[src/rtl/reset_seq_pkg.sv]
// Shared types and helpers for the reset sequencer and its pin debouncer.
package reset_seq_pkg;

  typedef enum logic [1:0] {
    RUN        = 2'd0,
    QUIESCE    = 2'd1,
    ASSERT     = 2'd2,
    PERIPH_REL = 2'd3
  } state_t;

  typedef enum logic [1:0] {
    CAUSE_POR = 2'd0,
    CAUSE_WDT = 2'd1,
    CAUSE_EXT = 2'd2
  } cause_t;

  function automatic int max_of3(input int a, input int b, input int c);
    int m;
    m = (a > b) ? a : b;
    return (m > c) ? m : c;
  endfunction

  // One spare bit so a counter loaded with its maximum value never wraps.
  function automatic int cnt_width(input int max_val);
    return $clog2(max_val) + 1;
  endfunction

endpackage

[src/rtl/reset_debounce.sv]
// Two-flop synchroniser and level debouncer for the external reset pin.
// The debounced level only changes after DEBOUNCE_CYCLES consecutive
// synchronised samples disagree with it; press pulses for one cycle on a
// debounced high-to-low change.
module reset_debounce
  import reset_seq_pkg::*;
#(
  parameter int DEBOUNCE_CYCLES = 256
) (
  input  logic clk,
  input  logic power_on_reset_n,
  input  logic pin_n,
  output logic level,
  output logic press
);

  localparam int DB_W = cnt_width(DEBOUNCE_CYCLES);
  localparam logic [DB_W-1:0] DB_LAST = DB_W'(DEBOUNCE_CYCLES - 1);
  localparam logic [DB_W-1:0] DB_ONE  = DB_W'(1);

  logic            sync_1;
  logic            sync_2;
  logic [DB_W-1:0] db_cnt;

  // Bring the asynchronous pin into the clk domain; idle level is released (1).
  always_ff @(posedge clk) begin
    if (!power_on_reset_n) begin
      sync_1 <= 1'b1;
      sync_2 <= 1'b1;
    end else begin
      sync_1 <= pin_n;
      sync_2 <= sync_1;
    end
  end

  // Count consecutive disagreeing samples; flip the level on the last one.
  always_ff @(posedge clk) begin
    if (!power_on_reset_n) begin
      level  <= 1'b1;
      db_cnt <= '0;
      press  <= 1'b0;
    end else begin
      press <= 1'b0;
      if (sync_2 == level) begin
        db_cnt <= '0;
      end else if (db_cnt == DB_LAST) begin
        level  <= sync_2;
        db_cnt <= '0;
        press  <= ~sync_2;
      end else begin
        db_cnt <= db_cnt + DB_ONE;
      end
    end
  end

endmodule

[src/rtl/reset_sequencer.sv]
// Staged system reset generator: merges the watchdog pulse with the
// debounced external pin, stretches the result and releases peripherals
// ahead of the CPU. Pin resets first ask the bus to quiesce.
//
// state      | meaning
// -----------+-----------------------------------------------------------
// RUN        | normal operation, all resets released
// QUIESCE    | pin press seen, waiting for quiesce_ack or timeout
// ASSERT     | periph and cpu reset held, stretch counter running
// PERIPH_REL | peripherals released, cpu still held for PERIPH_TO_CPU
module reset_sequencer
  import reset_seq_pkg::*;
#(
  parameter int STRETCH_CYCLES  = 16,
  parameter int PERIPH_TO_CPU   = 4,
  parameter int DEBOUNCE_CYCLES = 256,
  parameter int QUIESCE_TIMEOUT = 64
) (
  input  logic       clk,
  input  logic       power_on_reset_n,
  input  logic       wdt_reset,
  input  logic       ext_reset_n_pin,
  input  logic       quiesce_ack,
  output logic       quiesce_req,
  output logic       periph_reset,
  output logic       cpu_reset,
  output logic       reset_busy,
  output logic [1:0] last_cause
);

  localparam int CNT_W = cnt_width(max_of3(STRETCH_CYCLES, PERIPH_TO_CPU, QUIESCE_TIMEOUT));
  localparam logic [CNT_W-1:0] STRETCH_RELOAD = CNT_W'(STRETCH_CYCLES - 1);
  localparam logic [CNT_W-1:0] P2C_RELOAD     = CNT_W'(PERIPH_TO_CPU - 1);
  localparam logic [CNT_W-1:0] QUIESCE_RELOAD = CNT_W'(QUIESCE_TIMEOUT - 1);
  localparam logic [CNT_W-1:0] CNT_ONE        = CNT_W'(1);

  state_t             state, state_nxt;
  cause_t             cause, cause_nxt;
  logic [CNT_W-1:0]   cnt, cnt_nxt;
  logic               pin_level;
  logic               pin_press;

  reset_debounce #(
    .DEBOUNCE_CYCLES(DEBOUNCE_CYCLES)
  ) u_debounce (
    .clk              (clk),
    .power_on_reset_n (power_on_reset_n),
    .pin_n            (ext_reset_n_pin),
    .level            (pin_level),
    .press            (pin_press)
  );

  // State, shared counter, cause and outputs all registered from next-state.
  always_ff @(posedge clk) begin
    if (!power_on_reset_n) begin
      state        <= ASSERT;
      cnt          <= STRETCH_RELOAD;
      cause        <= CAUSE_POR;
      periph_reset <= 1'b1;
      cpu_reset    <= 1'b1;
      quiesce_req  <= 1'b0;
      reset_busy   <= 1'b1;
    end else begin
      state        <= state_nxt;
      cnt          <= cnt_nxt;
      cause        <= cause_nxt;
      periph_reset <= (state_nxt == ASSERT);
      cpu_reset    <= (state_nxt == ASSERT) || (state_nxt == PERIPH_REL);
      quiesce_req  <= (state_nxt == QUIESCE);
      reset_busy   <= (state_nxt != RUN);
    end
  end

  assign last_cause = cause;

  // Next-state, counter and cause; watchdog always wins over the pin path.
  always_comb begin
    state_nxt = state;
    cnt_nxt   = cnt;
    cause_nxt = cause;
    case (state)
      RUN: begin
        if (wdt_reset) begin
          state_nxt = ASSERT;
          cnt_nxt   = STRETCH_RELOAD;
          cause_nxt = CAUSE_WDT;
        end else if (pin_press) begin
          state_nxt = QUIESCE;
          cnt_nxt   = QUIESCE_RELOAD;
        end
      end
      QUIESCE: begin
        if (wdt_reset) begin
          state_nxt = ASSERT;
          cnt_nxt   = STRETCH_RELOAD;
          cause_nxt = CAUSE_WDT;
        end else if (quiesce_ack || (cnt == '0)) begin
          state_nxt = ASSERT;
          cnt_nxt   = STRETCH_RELOAD;
          cause_nxt = CAUSE_EXT;
        end else begin
          cnt_nxt = cnt - CNT_ONE;
        end
      end
      ASSERT: begin
        if (wdt_reset) begin
          cnt_nxt   = STRETCH_RELOAD;
          cause_nxt = CAUSE_WDT;
        end else if (!pin_level) begin
          // Pin still held: keep the stretch parked at its full length.
          cnt_nxt = STRETCH_RELOAD;
        end else if (cnt == '0) begin
          state_nxt = PERIPH_REL;
          cnt_nxt   = P2C_RELOAD;
        end else begin
          cnt_nxt = cnt - CNT_ONE;
        end
      end
      PERIPH_REL: begin
        if (wdt_reset) begin
          state_nxt = ASSERT;
          cnt_nxt   = STRETCH_RELOAD;
          cause_nxt = CAUSE_WDT;
        end else if (cnt == '0) begin
          state_nxt = RUN;
        end else begin
          cnt_nxt = cnt - CNT_ONE;
        end
      end
      default: begin
        state_nxt = ASSERT;
        cnt_nxt   = STRETCH_RELOAD;
      end
    endcase
  end

endmodule
[config.mk]
export PLATFORM = sky130hd
export DESIGN_NAME = reset_sequencer
export DESIGN_NICKNAME = d
export VERILOG_FILES = /design/src/rtl/reset_seq_pkg.sv /design/src/rtl/reset_debounce.sv /design/src/rtl/reset_sequencer.sv
export SDC_FILE = /design/constraint.sdc
export NUM_CORES = 1
export LEC_CHECK = 0
export ABC_AREA = 1
export BUFFER_PORTS_ARGS = -buffer_cell sky130_fd_sc_hd__buf_4
export CORE_MARGIN = 3
export CORE_UTILIZATION = 45
export DETAILED_ROUTE_END_ITERATION = 10
export PLACE_DENSITY = 0.72
export SLEW_MARGIN = 20
export SYNTH_ARGS = -nofsm -noshare
export SYNTH_HDL_FRONTEND = slang
export SYNTH_SLANG_ARGS = --single-unit
export TNS_END_PERCENT = 1
[constraint.sdc]
create_clock -name clk -period 3.7 [get_ports clk]
set_input_delay 0.74 -clock clk [delete_from_list [all_inputs] [get_ports clk]]
set_output_delay 0.74 -clock clk [all_outputs]
set_load 0.05 [all_outputs]
==> results.sh <==
export IMPL_outcome="finished clean"
export IMPL_slowest_stage="dfxtp_1"
export IMPL_max_slew_margin=0.776
export IMPL_die_y_um=61.2
export IMPL_hold_class="flip-flop to flip-flop"
export IMPL_cp_top_family="simple AND/OR/NAND/NOR gates"
export IMPL_crit_buf_inv=3
export IMPL_tightest_slew_ns=0.335
export IMPL_cp_end_kind="flip-flop"
export IMPL_vias=1179
export IMPL_p_per_area_mw_per_mm2=353
export IMPL_final_nets=202
export IMPL_max_freq_mhz=535
export IMPL_synth_area_leaders="dfxtp_1, nand2_1, inv_1, nand3_1, a21oi_1"
export IMPL_wl_um=2720
export IMPL_io_pins=11
export IMPL_grt_overflow_total=0
export IMPL_met2_usage=0.287
export IMPL_row_count=19
export IMPL_yosys_area_top_type_share=0.409
export IMPL_synthFlopType="dfxtp_1"
export IMPL_combPwrFrac=0.049
export IMPL_hpwlAfterDp_um=2060
export IMPL_clock_latency_ns=0.34
export IMPL_pwr_share_seq=0.572
export IMPL_synth_nets=190
export IMPL_p_clk_frac=0.378
export IMPL_grt_util_met1=0.211
export IMPL_yosys_warnings=0
export IMPL_setup_violations=0
export IMPL_cts_sinks=28
export IMPL_clock_skew_ns=0.0127
export IMPL_synth_cell_types=32
export IMPL_hold_buffers=0
export IMPL_cp_arrival_ns=2.10
export IMPL_cts_tree="built"
export IMPL_worst_setup_path_type="flip-flop to flip-flop"
export IMPL_fin_crit_sh=0.505
export IMPL_vdd_ir_drop_max_mv=0.248
export IMPL_cp_cell_sequence="ha_1 > nand2_1 > inv_1 > nand4_1 > nor3_1 > ha_1 > inv_1 > nand3_1 > inv_2 > o21ai_1 > a21oi_1"
export IMPL_cts_buffer_depth=2
export IMPL_cts_buffers=3
export IMPL_die_area_sq_mm=0.00375
export IMPL_drv_cap=0
export IMPL_yosys_top_cells_count="nand2_1, dfxtp_1, inv_1, nor2_1, nand3_1"
export IMPL_synth_top_area_cell="dfxtp_1"
export IMPL_finalMaxSlewViolations=0
export IMPL_rsz0062_at_grt="false"
export IMPL_synth_edf_count=0
export IMPL_drc=0
export IMPL_die_w_um=61.2
export IMPL_antenna_found_initial=0
export IMPL_syn_instance_count=181
export IMPL_hold_viol=0
export IMPL_drive_above_1_share=0.182
export IMPL_leakagePower_nw=0.670
export IMPL_grt_max_degree=17
export IMPL_grt_pass1_vias=1165
export IMPL_synth_seq_area_share=0.409
export IMPL_switching_share=0.209
export IMPL_cpPeakStageDelay_ns=0.38
export IMPL_start_util=0.485
export IMPL_core_area_sq_mm=0.00283
export IMPL_drt_iter0_markers=49
export IMPL_post_cts_buffers=0
export IMPL_synth_most_common_cell="nand2_1"
export IMPL_grt_busiest_layer="met2"
export IMPL_clkTransAtPathRegs_ns=0.16
export IMPL_fin_setup_tns_ns=0
export IMPL_async_flop_share=0
export IMPL_grt_total_usage=0.173
export IMPL_cts_htree_levels=1
export IMPL_ys_ff_latch=28
export IMPL_fin_util=0.536
export IMPL_use_met3=0.0356
export IMPL_io_buffers=10
export IMPL_min_period_ns=1.87
export IMPL_internal_power_mw=0.424
export IMPL_avgSynthCellArea_sq_um=7.58
export IMPL_cts_resized=0
export IMPL_grt_pass1_wl_um=4860
export IMPL_crit_fanout=7
export IMPL_required_ns=3.93
export IMPL_area_delta_synth_final_pct=10.6
export IMPL_viasPerCell=5.29
export IMPL_netlist_area_sq_mm=0.00137
export IMPL_final_antenna_net_count=0
export IMPL_place_congestion=0.893
export IMPL_critPathLaunchType="flip-flop"
export IMPL_cts_root_buffer="clkbuf_4"
export IMPL_firstDrtPassIters=4
export IMPL_p_switching_mw=0.112
export IMPL_num_antenna_cells=0
export IMPL_routedWlPerCell_um=12.2
==> worst paths after layout <==
check,cells after the start,slack (ns),start,to
worst max-delay path,11,1.83,u_debounce.db_cnt[0],u_debounce.db_cnt[4]
worst min-delay path,1,0.43,u_debounce.sync_1,u_debounce.sync_2
worst max register to register,11,1.83,u_debounce.db_cnt[0],u_debounce.db_cnt[4]
worst min register to register,1,0.43,u_debounce.sync_1,u_debounce.sync_2
==> through the flow <==
stage	area (sq um)	hold slack, ns	std cells	total power, mW	setup WS (ns)
finish	1520	0.430	223	0.536	1.83
global route	1520	0.449	223	0.556	1.53
CTS	1520	0.436	223	0.538	1.82
detailed placement	1460	0.406	219	0.339	1.67
global placement	1460	0.400	219	0.338	1.75
floorplan	1370	0.393	181	0.331	2.13
==> flip-flops by register name, indices dropped and copies added, names as in the netlist <==
register,flops
state,2
u_debounce.level,1
periph_reset,1
u_debounce.sync_2,1
cpu_reset,1
quiesce_req,1
u_debounce.sync_1,1
last_cause,2
u_debounce.db_cnt,9
u_debounce.press,1
cnt,7
reset_busy,1
==> routing by layer <==
layer	up-vias	part of all wire
met4	0	0.015
met1	528	0.45
met5	-	0
met2	30	0.49
li1	616	-
met3	5	0.046
==> power groups by stage <==
| stage | Combinational [mW] | Sequential [mW] | Clock [mW] |
|---|---|---|---|
| after global placement | 0.0253 | 0.313 | 0 |
| after floorplan | 0.0154 | 0.315 | 0 |
| after global routing | 0.0293 | 0.307 | 0.219 |
| final | 0.0265 | 0.307 | 0.203 |
| after CTS | 0.0267 | 0.307 | 0.205 |
| after detailed placement | 0.0263 | 0.313 | 0 |
==> kinds of logic (layout without fill, tap and decap cells) <==
group	count (synthesis)	count (layout)	share of synthesized area
compound gates	27	27	0.130
fa+ha+maj	4	4	0.0365
simple gates	88	88	0.308
buf+inv	30	41	0.0912
flops	28	28	0.409
xor+xnor	4	4	0.0255
==> area by class of cell <==
cell class	instances	area (sq um)
sequential	28	561
clock inverter	1	30.0
inverter	27	104
tap	31	38.8
multi-input combinational	123	686
clock buffer	3	22.5
timing repair buffer	10	75.1
fill	263	1310
==> layout by cell type (no fill, tap or decap), drive strengths merged <==
cell type	instances
nand3b	1
nand4	4
or2	2
a21oi	14
buf	10
inv	26
dfxtp	28
nor4	2
clkbuf	3
and3	1
nand3	17
ha	4
bufinv	1
nand2	35
nor2	21
a31oi	1
o21ai	9
clkinv	1
o211ai	2
o2111ai	1
nor3	5
xor2	4
No activity file was read; power rests on OpenSTA's default activity.
